`src/rtl/counter_pkg.sv`:
```
// Shared constants and helpers for the modulo up/down counter family:
// legal parameter ranges, direction encoding and a constant clog2.
package counter_pkg;

  localparam int     WIDTH_MIN    = 1;
  localparam int     WIDTH_MAX    = 32;
  localparam longint MODULUS_MIN  = 2;
  localparam int     PRESCALE_MIN = 1;
  localparam int     PRESCALE_MAX = 65536;

  localparam logic DIR_UP   = 1'b1;
  localparam logic DIR_DOWN = 1'b0;

  // Number of bits needed to hold values 0..value-1 (0 for value <= 1).
  function automatic int clog2(input longint value);
    int     bits;
    longint rem;
    bits = 0;
    rem  = value - 1;
    while (rem > 0) begin
      bits = bits + 1;
      rem  = rem >> 1;
    end
    return bits;
  endfunction

endpackage

```
`src/rtl/counter_prescaler.sv`:
```
// Clock-enable divider: counts enabled cycles and flags every PRESCALE-th one.
// Only instantiated when COUNTER_MOD_PRESCALE_EN is defined.
module counter_prescaler
  import counter_pkg::*;
#(
  parameter int PRESCALE = 1
) (
  input  logic clock_i,
  input  logic reset_i,
  input  logic enable_i,
  input  logic clear_i,
  output logic tick_o
);

  localparam int PW = (PRESCALE > 1) ? clog2(PRESCALE) : 1;
  localparam logic [PW-1:0] LAST = PW'(PRESCALE - 1);
  localparam logic [PW-1:0] ONE  = PW'(1);

  logic [PW-1:0] phase_q;
  logic [PW-1:0] phase_d;

  assign tick_o = (phase_q == LAST);

  always_comb begin
    phase_d = phase_q;
    if (clear_i) begin
      phase_d = '0;
    end else if (enable_i) begin
      phase_d = tick_o ? '0 : phase_q + ONE;
    end
  end

  always_ff @(posedge clock_i or posedge reset_i) begin
    if (reset_i) begin
      phase_q <= '0;
    end else begin
      phase_q <= phase_d;
    end
  end

endmodule

```
`src/rtl/counter_mod_updown.sv`:
```
// Parametrised modulo up/down counter with load, wrap/saturate mode and
// terminal/wrap flags. Optional clock-enable prescaler: COUNTER_MOD_PRESCALE_EN.
module counter_mod_updown
  import counter_pkg::*;
#(
  parameter int     WIDTH    = 4,
  parameter longint MODULUS  = 16,
  parameter int     PRESCALE = 1
) (
  input  logic             clock_i,
  input  logic             reset_i,
  input  logic             enable_i,
  input  logic             up_i,
  input  logic             saturate_i,
  input  logic             load_i,
  input  logic [WIDTH-1:0] load_value_i,
  output logic [WIDTH-1:0] counter_value_o,
  output logic             terminal_o,
  output logic             wrap_o
);

  if (WIDTH < WIDTH_MIN || WIDTH > WIDTH_MAX) begin : g_bad_width
    $error("counter_mod_updown: WIDTH out of range");
  end
  if (MODULUS < MODULUS_MIN || MODULUS > (longint'(1) << WIDTH)) begin : g_bad_modulus
    $error("counter_mod_updown: MODULUS out of range");
  end
  if (PRESCALE < PRESCALE_MIN || PRESCALE > PRESCALE_MAX) begin : g_bad_prescale
    $error("counter_mod_updown: PRESCALE out of range");
  end

  // MODULUS-1 always fits in WIDTH bits, so a full-range modulus needs no
  // extra carry bit and "load >= MODULUS" becomes "load > MAX_VAL".
  localparam logic [WIDTH-1:0] MAX_VAL = WIDTH'(MODULUS - 1);
  localparam logic [WIDTH-1:0] ONE     = WIDTH'(1);

  logic [WIDTH-1:0] value_q;
  logic [WIDTH-1:0] value_d;
  logic             wrap_q;
  logic             wrap_d;
  logic             tick;
  logic             step;

`ifdef COUNTER_MOD_PRESCALE_EN
  counter_prescaler #(
    .PRESCALE (PRESCALE)
  ) u_prescaler (
    .clock_i  (clock_i),
    .reset_i  (reset_i),
    .enable_i (enable_i),
    .clear_i  (load_i),
    .tick_o   (tick)
  );
`else
  assign tick = 1'b1;
`endif

  assign step = enable_i & tick;

  always_comb begin
    value_d = value_q;
    wrap_d  = 1'b0;
    if (load_i) begin
      value_d = (load_value_i > MAX_VAL) ? MAX_VAL : load_value_i;
    end else if (step) begin
      if (up_i == DIR_UP) begin
        if (value_q != MAX_VAL) begin
          value_d = value_q + ONE;
        end else if (!saturate_i) begin
          value_d = '0;
          wrap_d  = 1'b1;
        end
      end else begin
        if (value_q != '0) begin
          value_d = value_q - ONE;
        end else if (!saturate_i) begin
          value_d = MAX_VAL;
          wrap_d  = 1'b1;
        end
      end
    end
  end

  always_ff @(posedge clock_i or posedge reset_i) begin
    if (reset_i) begin
      value_q <= '0;
      wrap_q  <= 1'b0;
    end else begin
      value_q <= value_d;
      wrap_q  <= wrap_d;
    end
  end

  assign counter_value_o = value_q;
  assign wrap_o          = wrap_q;
  assign terminal_o      = (up_i == DIR_UP) ? (value_q == MAX_VAL) : (value_q == '0);

endmodule

```
`config.mk`:
```
export PLATFORM = sky130hd
export DESIGN_NAME = counter_mod_updown
export DESIGN_NICKNAME = d
export VERILOG_FILES = /design/src/rtl/counter_pkg.sv /design/src/rtl/counter_prescaler.sv /design/src/rtl/counter_mod_updown.sv
export SDC_FILE = /design/constraint.sdc
export NUM_CORES = 1
export LEC_CHECK = 0
export ABC_AREA = 1
export BUFFER_PORTS_ARGS = -buffer_cell sky130_fd_sc_hd__buf_2
export CORE_AREA = 5 5 42 44
export CTS_CLUSTER_DIAMETER = 50
export DETAILED_ROUTE_END_ITERATION = 16
export DIE_AREA = 0 0 47 49
export HOLD_SLACK_MARGIN = 0.05
export PLACE_DENSITY = 0.67
export RECOVER_POWER = 25
export SLEW_MARGIN = 20
export SYNTH_ARGS = -nofsm -noshare
export SYNTH_HDL_FRONTEND = slang
export SYNTH_SLANG_ARGS = --single-unit
```
`constraint.sdc`:
```
create_clock -name clock_i -period 1.7 [get_ports clock_i]
set_input_delay 0.085 -clock clock_i [delete_from_list [all_inputs] [get_ports clock_i]]
set_output_delay 0.085 -clock clock_i [all_outputs]
set_load 0.05 [all_outputs]
```
==> results of run 1 <==
[layout make-up]
class                   count  area, sq um
fillers                   159        823.3
multi-input cells          55        259.0
flip-flops and latches      5        126.4
repair buffers             17        97.59
inverters                  13        48.80
clock buffers               4        26.28
well taps                  16        20.02
[flip-flops by register name (all words and copies together) (netlist names)]
| signal | count |
|---|---|
| counter_value_o | 4 |
| wrap_o | 1 |
[how the worst max path moves through the flow]
| stage | end | slack, ps | depth (start not counted) |
|---|---|---|---|
| floorplan | counter_value_o[1] | 40 | 7 |
| global placement | counter_value_o[1] | 310 | 7 |
| detailed placement | counter_value_o[1] | 280 | 7 |
| CTS | terminal_o | 100 | 7 |
| global route | terminal_o | 3 | 7 |
| finish | terminal_o | 140 | 7 |
[synth_stat cells]
cell type                  n
sky130_fd_sc_hd__nand3_1   8
sky130_fd_sc_hd__dfrtp_1   5
sky130_fd_sc_hd__nor2_1    7
sky130_fd_sc_hd__o21a_1    1
sky130_fd_sc_hd__or2_2     1
sky130_fd_sc_hd__o21ai_0   1
sky130_fd_sc_hd__nand4_1   2
sky130_fd_sc_hd__nand3_2   1
sky130_fd_sc_hd__inv_2     2
sky130_fd_sc_hd__inv_1    11
sky130_fd_sc_hd__nor4_1    1
sky130_fd_sc_hd__nand2_1  28
sky130_fd_sc_hd__ha_1      2
sky130_fd_sc_hd__o21ai_1   1
sky130_fd_sc_hd__a21oi_1   2
[metrics by stage]
step	util, %	cell area (sq um)	total power, W
floorplan	-	434.2	0.0003447
global placement	37.77	529.3	0.0004020
detailed placement	37.77	529.3	0.0004045
CTS	41.07	575.6	0.0005504
global route	41.25	578.1	0.0005942
finish	41.25	578.1	0.0005433
[cell families after synthesis]
group | count (synthesis)
buf+inv | 13
flops | 5
compound gates | 5
fa+ha+maj | 2
simple gates | 48
[layer usage]
metal  part of all wire [%]  GRT usage [%]  vias up
met5                      0              0        -
met4                      0          5.530        0
met3                    4.6          2.583        0
met2                     52          17.42       12
met1                     43          13.62      211
li1                       -              -      270
[power breakdown]
part           switching (W)  internal (W)
logic               0.000160     0.0000762
registers          0.0000335      0.000137
clock network      0.0000474     0.0000887
[worst max-delay path, cell delays in order, from the launching register on]
cell	delay, ps
sky130_fd_sc_hd__dfrtp_2	440
sky130_fd_sc_hd__inv_1	100
sky130_fd_sc_hd__ha_1	210
sky130_fd_sc_hd__nand2_1	90
sky130_fd_sc_hd__nand2_1	70
sky130_fd_sc_hd__nand2_1	60
sky130_fd_sc_hd__inv_1	50
sky130_fd_sc_hd__clkbuf_4	210
[repair_timing]
action / CTS / global route
endpoints found under the hold margin: 6 / 0
buffers inserted: 0 / 0
hold buffers: 2 / 0
gates resized for setup: 0 / 1
endpoints found under the setup margin: 0 / 1
==> metrics.log, run 1 <==
[metrics] maximum number of buffers from clock root to sink: 2
[metrics] final setup slack of the worst path: 138.2 ps
[metrics] Hold Crit Start: enable_i
[metrics] largest family of logic cells by synthesized area: simple AND/OR/NAND/NOR gates
[metrics] endpoint arrival time on the critical path: 1480 ps
[metrics] clock net sink count: 5
[metrics] #FFs+latches synth: 5
[metrics] Avg Synthesized Cell Area: 5.930 sq um
[metrics] share of cell area taken by muxes after synthesis: 0%
[metrics] final period demand of the worst path: 1562 ps
[metrics] remaining global-route overflow: 0
[metrics] RSZ-0062 raised after global routing: false
[metrics] final-layout worst hold slack: 103.1 ps
[metrics] leakage power of the design: 0.3497 nW
[metrics] drt first pass iters: 4
[metrics] Least-Margin Pin Slew: 320.2 ps
[metrics] CP Launch Point: counter_value_o[0]
[metrics] antenna violations before repair: 0
[metrics] clock root buffer: sky130_fd_sc_hd__clkbuf_4
[metrics] Final Max Slew Viols: 0
[metrics] y dimension of the die: 49 um
[metrics] reg-to-reg setup timing slack: 280 ps
[metrics] DIE AREA: 2303 sq um
[metrics] RePlAce Congestion: 0.7642
[metrics] count of cells along the worst register-to-register path: 7
[metrics] deepest level of the CTS H-tree: 1
[metrics] TritonCTS clock tree: done
[metrics] synth-to-layout area growth: 33.53%
[metrics] library cell with the largest summed area after synthesis: sky130_fd_sc_hd__dfrtp_1
[metrics] endpoint of the worst hold path: wrap_o
[metrics] element type at the critical path start: flop
[metrics] Vias/cell: 4.482
[metrics] Synth area leaders: sky130_fd_sc_hd__dfrtp_1 29%, sky130_fd_sc_hd__nand2_1 24%, sky130_fd_sc_hd__inv_1 9.5%
[metrics] number of DRC markers in iteration 0: 8
[metrics] average wire per standard cell: 9.982 um
[metrics] final setup TNS: 0 ps
[metrics] kind of end point of the critical path: output pin
[metrics] Place WS: 282.7 ps
[metrics] # placed instances: 104
[metrics] via total after detailed routing: 493
[metrics] post-synthesis instance area: 432.9 sq um
[metrics] classification of the worst setup path: reg -> out
[metrics] standard-cell rows: 14
[metrics] clock tree skew after final layout: 5.206 ps
[metrics] combined global-route utilization of all metal layers: 11.11%
[metrics] total clock buffers created by CTS: 3
[metrics] post-synthesis compound-gate area fraction: 6.358%
[metrics] largest fanout on the critical path: 7
[metrics] core box area: 1401 sq um
[metrics] final-stage net count: 107
[metrics] Unique masters post-synth: 15
[metrics] number of buffers added on ports: 15
[metrics] data required time of the critical path: 1620 ps
[metrics] cell count after synthesis: 73
[metrics] most common cell after layout, fill and taps aside: sky130_fd_sc_hd__nand2_1
[metrics] clock transition at the registers of the reported paths: 40 ps
[metrics] capture point of the worst reg-to-reg path: counter_value_o[1]
[metrics] Fin. Hold Viols: 0
[metrics] status: finished clean
[metrics] Yosys top cell area share: 28.90%
[metrics] peak supply drop: 0.0005478 V
[metrics] placed wire-length estimate: 829.9 um
[metrics] Post-Synthesis Net Count: 85
[metrics] non-filler cells, final: 110
[metrics] number of cells on the worst hold path: 3
[metrics] share of synthesized area occupied by flip-flops and latches: 28.90%
[metrics] top achievable clock speed: 0.6403 GHz
[metrics] remaining antenna violation count: 0
[metrics] Starting Density: 30.89%
[metrics] proportion of layout cells with a drive suffix above 1: 24.47%
[metrics] latest clock arrival within the worst-skew pair: 240 ps
[metrics] wire length of the first global-routing pass: 1869 um
[metrics] Hold/Removal Path Class: in -> reg
[metrics] vias in the first global route: 460
[metrics] largest net degree at the start of global routing: 9
[metrics] commonest cells after routing, fill and taps aside: 28 x sky130_fd_sc_hd__nand2_1, 14 x sky130_fd_sc_hd__buf_2, 11 x sky130_fd_sc_hd__inv_1, 8 x sky130_fd_sc_hd__nand3_1, 7 x sky130_fd_sc_hd__nor2_1
[metrics] Reg2Reg Launch Point: counter_value_o[1]
[metrics] Pwr per Cell Area: 939.9 nW/um^2
[metrics] number of primary I/O pins: 16
[metrics] simple-gate area share of the yosys netlist: 47.69%
[metrics] reported max-cap violation count: 0
[metrics] Setup violations, final: 0
[metrics] final cycle utilization of the critical path: 91.87%
[metrics] drt drc: 0
[metrics] wire length reported by the detailed router: 1098 um
[metrics] synthesized-area fraction occupied by adder cells: 5.780%
[metrics] Ys Warns: 0
[metrics] XOR/XNOR share of the synthesized area: 0%
[metrics] Horiz. Die Dim: 47 um
[metrics] worst relative slew slack: 78.45%
[metrics] count of inserted antenna diode cells: 0
(Power assumes the default switching activity.)
==> inputs of run 2 (changes only) <==
Settings changed: PLACE_DENSITY 0.67 to 0.69.
Clock period 1.7 ns to 1.4 ns, I/O delays scaled along.
==> metrics.log, run 2 (synthesized netlist as in run 1, its figures left out) <==
[metrics] element type at the critical path start: flop
[metrics] failing checks: setup timing
[metrics] power consumption: 0.0007958 W
[metrics] clock root buffer: sky130_fd_sc_hd__clkbuf_4
[metrics] maximum number of buffers from clock root to sink: 2
[metrics] Fin. Hold Viols: 0
[metrics] synth-to-layout area growth: 70.81%
[metrics] largest net degree at the start of global routing: 9
[metrics] y dimension of the die: 49 um
[metrics] commonest cells after routing, fill and taps aside: 24 x sky130_fd_sc_hd__nand2_1, 14 x sky130_fd_sc_hd__buf_2, 11 x sky130_fd_sc_hd__buf_4, 8 x sky130_fd_sc_hd__inv_1, 7 x sky130_fd_sc_hd__nor2_1
[metrics] final cycle utilization of the critical path: 100.3%
[metrics] crit path max-delay cell type: sky130_fd_sc_hd__dfrtp_2
[metrics] peak supply drop: 0.0007946 V
[metrics] drt first pass iters: 4
[metrics] dominant cell type by count on the critical path: sky130_fd_sc_hd__nand2_2
[metrics] average wire per standard cell: 10.37 um
[metrics] proportion of layout cells with a drive suffix above 1: 46.67%
[metrics] final setup TNS: -4.219 ps
[metrics] vias in the first global route: 587
[metrics] TritonCTS clock tree: done
[metrics] total clock buffers created by CTS: 3
[metrics] DIE AREA: 2303 sq um
[metrics] antenna violations before repair: 0
[metrics] number of primary I/O pins: 16
[metrics] via total after detailed routing: 572
[metrics] Critical Path, Cell by Cell: inv_2 > ha_4 > nand2_2 > nand2_2 > nand2_4 > clkinvlp_4 > buf_8
[metrics] count of inserted antenna diode cells: 0
[metrics] combined global-route utilization of all metal layers: 14.69%
[metrics] category of cells accounting for the largest share of critical-path delay: flip-flops
[metrics] final-stage net count: 118
[metrics] max reg flops: 4
[metrics] clock transition at the registers of the reported paths: 40 ps
[metrics] Hold/Removal Path Class: in -> reg
[metrics] core box area: 1401 sq um
[metrics] Final Max Slew Viols: 0
[metrics] crit-path max cell delay: 410 ps
[metrics] latest clock arrival within the worst-skew pair: 250 ps
[metrics] status: finished with violations
[metrics] reg-to-reg setup timing slack: 30 ps
[metrics] number of buffers added on ports: 15
[metrics] data required time of the critical path: 1330 ps
[metrics] final period demand of the worst path: 1404 ps
[metrics] Crit. path cell count: 7
[metrics] number of cells on the worst hold path: 3
[metrics] RePlAce Congestion: 0.8289
[metrics] Starting Density: 30.89%
[metrics] Core Util, Final: 52.77%
[metrics] number of filler cells placed in the layout: 147
[metrics] Horiz. Die Dim: 47 um
[metrics] classification of the worst setup path: reg -> out
[metrics] leakage power of the design: 0.4031 nW
[metrics] remaining global-route overflow: 0
[metrics] largest fanout on the critical path: 4
[metrics] drt drc: 0
[metrics] Pwr per Cell Area: 1076 nW/um^2
[metrics] top achievable clock speed: 0.7121 GHz
[metrics] reported max-cap violation count: 0
[metrics] deepest level of the CTS H-tree: 1
[metrics] placed wire-length estimate: 910.7 um
[metrics] RSZ-0062 raised after global routing: true
[metrics] most common cell after layout, fill and taps aside: sky130_fd_sc_hd__nand2_1
[metrics] endpoint arrival time on the critical path: 1330 ps
[metrics] Vias/cell: 4.727
[metrics] wire length of the first global-routing pass: 2463 um
[metrics] count of cells along the worst register-to-register path: 10
[metrics] number of DRC markers in iteration 0: 8
[metrics] final setup slack of the worst path: -4.219 ps
[metrics] Least-Margin Pin Slew: 259.8 ps
[metrics] kind of end point of the critical path: output pin
[metrics] remaining antenna violation count: 0
[metrics] Setup violations, final: 1
[metrics] clock tree skew after final layout: 4.565 ps
[metrics] clock net sink count: 5
[metrics] wire length reported by the detailed router: 1255 um
[metrics] standard-cell rows: 14
[metrics] worst relative slew slack: 82.52%
[metrics] buffer and inverter count on the worst path: 3
run 2: cell types whose count changed in the layout (fill, tap and decap cells not counted), moves of 3 or more:
| cell | previous run | this run |
|---|---|---|
| sky130_fd_sc_hd__buf_4 | 0 | 11 |
| sky130_fd_sc_hd__dfrtp_1 | 4 | 1 |
| sky130_fd_sc_hd__inv_1 | 11 | 8 |
| sky130_fd_sc_hd__nand2_1 | 28 | 24 |
| sky130_fd_sc_hd__dfrtp_2 | 1 | 4 |
| sky130_fd_sc_hd__nand2_2 | 0 | 3 |
run 2: path summary, 6_finish.rpt:
check                                      to                from
setup / recovery                   terminal_o  counter_value_o[0]
hold / removal                         wrap_o            enable_i
setup reg to reg           counter_value_o[3]  counter_value_o[1]
hold reg to reg            counter_value_o[3]  counter_value_o[3]
max in group asynchronous  counter_value_o[2]             reset_i
min in group asynchronous  counter_value_o[3]             reset_i
run 2: what timing repair did:
item / 4_1_cts / 5_1_grt
hold buffers: 2 / 0
resized for setup: 11 / 4
setup endpoints to repair: 1 / 5
endpoints found under the hold margin: 6 / 0
setup buffers: 8 / 2
pin swaps: 4 / 2
run 2: final cells by class:
type | count | area, sq um | area share, %
clock buffer | 4 | 26.28 | 3.553
inverter | 13 | 52.55 | 7.107
multi-input combinational | 55 | 322.8 | 43.65
sequential | 5 | 130.1 | 17.60
tap | 16 | 20.02 | 2.707
timing repair buffer | 28 | 187.7 | 25.38
run 2: through the flow:
| step | cells | instance area [sq um] | hold WS, ps | setup WS [ps] |
|---|---|---|---|---|
| after floorplan | 73 | 459.2 | -151.6 | -15.53 |
| after global placement | 105 | 561.8 | -20.96 | 61.84 |
| after detailed placement | 105 | 561.8 | -24.72 | 40.53 |
| after CTS | 119 | 706.9 | 80.87 | -19.65 |
| after global routing | 121 | 739.5 | 67.47 | -88.43 |
| final | 121 | 739.5 | 81.90 | -4.219 |
run 2: where the power goes:
part,leakage (nW),switching [W],internal [W]
Sequential,0.0571,0.0000451,0.000170
Clock,0.0150,0.0000599,0.000108
Combinational,0.331,0.000237,0.000175
Total,0.403,0.000342,0.000454
run 2: layer usage:
| layer | share of wire (%) | global-route usage (%) | up-vias |
|---|---|---|---|
| met5 | 0 | 0 | - |
| met4 | 0.48 | 4.608 | 0 |
| met3 | 7.3 | 7.011 | 2 |
| met2 | 56 | 24.21 | 16 |
| met1 | 36 | 15.96 | 264 |
| li1 | - | - | 290 |
run 2: worst reg2reg max path, stage by stage, from the launching register on:
cell                      delay [ps]
sky130_fd_sc_hd__dfrtp_2         420
sky130_fd_sc_hd__ha_4            160
sky130_fd_sc_hd__nand3_2          70
sky130_fd_sc_hd__nand2_2         100
sky130_fd_sc_hd__buf_4           110
sky130_fd_sc_hd__buf_4            90
sky130_fd_sc_hd__inv_1            40
sky130_fd_sc_hd__a21oi_2         110
sky130_fd_sc_hd__nand2_1          60
sky130_fd_sc_hd__nand2_1          50
sky130_fd_sc_hd__nand2_1          50
==> inputs of run 3 (changes only) <==
Settings changed: BUFFER_PORTS_ARGS -buffer_cell sky130_fd_sc_hd__buf_2 to -buffer_cell sky130_fd_sc_hd__buf_4.
==> metrics.log, run 3 (synthesized netlist as in run 1, its figures left out) <==
[metrics] kind of end point of the critical path: output pin
[metrics] leakage power of the design: 0.4096 nW
[metrics] wire length of the first global-routing pass: 2201 um
[metrics] element type at the critical path start: flop
[metrics] classification of the worst setup path: reg -> out
[metrics] largest net degree at the start of global routing: 9
[metrics] core box area: 1401 sq um
[metrics] final setup slack of the worst path: -29.08 ps
[metrics] reg-to-reg setup timing slack: 30 ps
[metrics] remaining antenna violation count: 0
[metrics] failing checks: setup timing
[metrics] number of buffers added on ports: 15
[metrics] # placed instances: 105
[metrics] endpoint arrival time on the critical path: 1360 ps
[metrics] number of primary I/O pins: 16
[metrics] final cycle utilization of the critical path: 102.1%
[metrics] maximum number of buffers from clock root to sink: 2
[metrics] deepest level of the CTS H-tree: 1
[metrics] Starting Density: 30.89%
[metrics] drt first pass iters: 4
[metrics] reported max-cap violation count: 0
[metrics] clock net sink count: 5
[metrics] buffer and inverter count on the worst path: 2
[metrics] Horiz. Die Dim: 47 um
[metrics] peak supply drop: 0.0005026 V
[metrics] commonest cells after routing, fill and taps aside: 24 x sky130_fd_sc_hd__nand2_1, 24 x sky130_fd_sc_hd__buf_4, 8 x sky130_fd_sc_hd__inv_1, 6 x sky130_fd_sc_hd__nand3_1, 5 x sky130_fd_sc_hd__nor2_1
[metrics] combined area of the multi-input logic cells: 319.1 sq um
[metrics] number of DRC markers in iteration 0: 13
[metrics] placed wire-length estimate: 872.3 um
[metrics] average wire per standard cell: 11.01 um
[metrics] y dimension of the die: 49 um
[metrics] drt drc: 0
[metrics] vias in the first global route: 520
[metrics] wire length reported by the detailed router: 1332 um
[metrics] total clock buffers created by CTS: 3
[metrics] power consumption: 0.0008293 W
[metrics] max reg flops: 4
[metrics] worst relative slew slack: 81.78%
[metrics] sequential cell area in the final layout: 130.1 sq um
[metrics] final period demand of the worst path: 1429 ps
[metrics] Hold/Removal Path Class: in -> reg
[metrics] synth-to-layout area growth: 78.03%
[metrics] final-stage net count: 118
[metrics] antenna violations before repair: 0
[metrics] top achievable clock speed: 0.6997 GHz
[metrics] number of filler cells placed in the layout: 130
[metrics] Least-Margin Pin Slew: 270.7 ps
[metrics] standard-cell rows: 14
[metrics] Critical Path, Cell by Cell: ha_4 > nand3_2 > nand2_2 > nand2_2 > clkinvlp_4 > buf_8
[metrics] clock tree skew after final layout: 4.370 ps
[metrics] largest fanout on the critical path: 4
[metrics] DIE AREA: 2303 sq um
[metrics] crit-path max cell delay: 440 ps
[metrics] status: finished with violations
[metrics] combined global-route utilization of all metal layers: 13.77%
[metrics] Setup violations, final: 1
[metrics] proportion of layout cells with a drive suffix above 1: 47.62%
[metrics] RePlAce Congestion: 0.8248
[metrics] dominant cell type by count on the critical path: sky130_fd_sc_hd__nand2_2
[metrics] crit path max-delay cell type: sky130_fd_sc_hd__dfrtp_2
[metrics] Core Util, Final: 55.00%
[metrics] latest clock arrival within the worst-skew pair: 260 ps
[metrics] RSZ-0062 raised after global routing: true
[metrics] via total after detailed routing: 563
[metrics] category of cells accounting for the largest share of critical-path delay: flip-flops
[metrics] Final Max Slew Viols: 0
[metrics] clock transition at the registers of the reported paths: 50 ps
[metrics] Vias/cell: 4.653
[metrics] clock root buffer: sky130_fd_sc_hd__clkbuf_4
[metrics] count of inserted antenna diode cells: 0
[metrics] TritonCTS clock tree: done
[metrics] non-filler cells, final: 121
[metrics] remaining global-route overflow: 0
[metrics] data required time of the critical path: 1330 ps
[metrics] Fin. Hold Viols: 0
[metrics] Pwr per Cell Area: 1076 nW/um^2
run 3: cell types whose count changed in the layout (fill, tap and decap cells not counted):
| cell | change |
|---|---|
| sky130_fd_sc_hd__buf_2 | -14 |
| sky130_fd_sc_hd__nor2_2 | +2 |
| sky130_fd_sc_hd__a21oi_2 | -1 |
| sky130_fd_sc_hd__clkbuf_4 | +1 |
| sky130_fd_sc_hd__nand2_4 | -1 |
| sky130_fd_sc_hd__a21oi_1 | +1 |
| sky130_fd_sc_hd__nand2_2 | +1 |
| sky130_fd_sc_hd__buf_4 | +13 |
| sky130_fd_sc_hd__nor2_1 | -2 |
run 3: cell type report:
class / count / share of cell area, %
Timing Repair Buffer: 28 / 28.90
Clock buffer: 4 / 3.409
Sequential cell: 5 / 16.88
Tap cell: 16 / 2.597
Multi-Input combinational cell: 55 / 41.40
Inverter: 13 / 6.818
run 3: worst register-to-register path, cell delays in order (launching register included):
cell and delay (ps):
sky130_fd_sc_hd__dfrtp_2 440, sky130_fd_sc_hd__ha_4 180, sky130_fd_sc_hd__buf_4 130, sky130_fd_sc_hd__nand2_1 70
sky130_fd_sc_hd__nor2_1 40, sky130_fd_sc_hd__nand3_1 100, sky130_fd_sc_hd__nand3_4 120, sky130_fd_sc_hd__o21a_1 180
run 3: through the flow:
stage	worst slack, ps	setup TNS [ps]	hold WS, ps	cell area [sq um]
2_1_floorplan	-15.53	-21.80	-151.6	459.2
3_3_place_gp	99.09	0	-12.91	599.3
3_5_place_dp	91.14	0	-13.06	599.3
4_1_cts	-19.15	-19.15	57.97	750.7
5_1_grt	-77.89	-113.4	54.27	770.7
6_report	-29.08	-29.08	60.70	770.7
run 3: what timing repair did:
item	CTS	global route
resized for setup	11	3
pin swaps	4	6
hold endpoints to repair	6	0
endpoints found under the setup margin	1	5
buffers inserted	9	1
hold buffers	2	0
run 3: routing by layer:
layer,up-vias,wire [um],share of wire [%],track usage (%)
met5,-,0,0,0
met4,0,27,2.0,6.912
met3,5,65,4.9,5.904
met2,13,715,54,22.17
met1,250,524,39,14.63
li1,295,-,-,-
run 3: where the power goes:
group	internal, W	switching [W]	leakage (nW)
sequential	0.000170	0.0000464	0.0571
clock	0.000108	0.0000711	0.0150
combinational	0.000193	0.000240	0.337
run 3: final timing paths:
kind	depth (start not counted)	end	startpoint
min in group asynchronous	3	counter_value_o[1]	reset_i
max in group asynchronous	3	counter_value_o[2]	reset_i
max reg2reg	7	counter_value_o[2]	counter_value_o[1]
max	6	terminal_o	counter_value_o[1]
min	2	wrap_o	load_i
min reg2reg	2	counter_value_o[3]	counter_value_o[3]
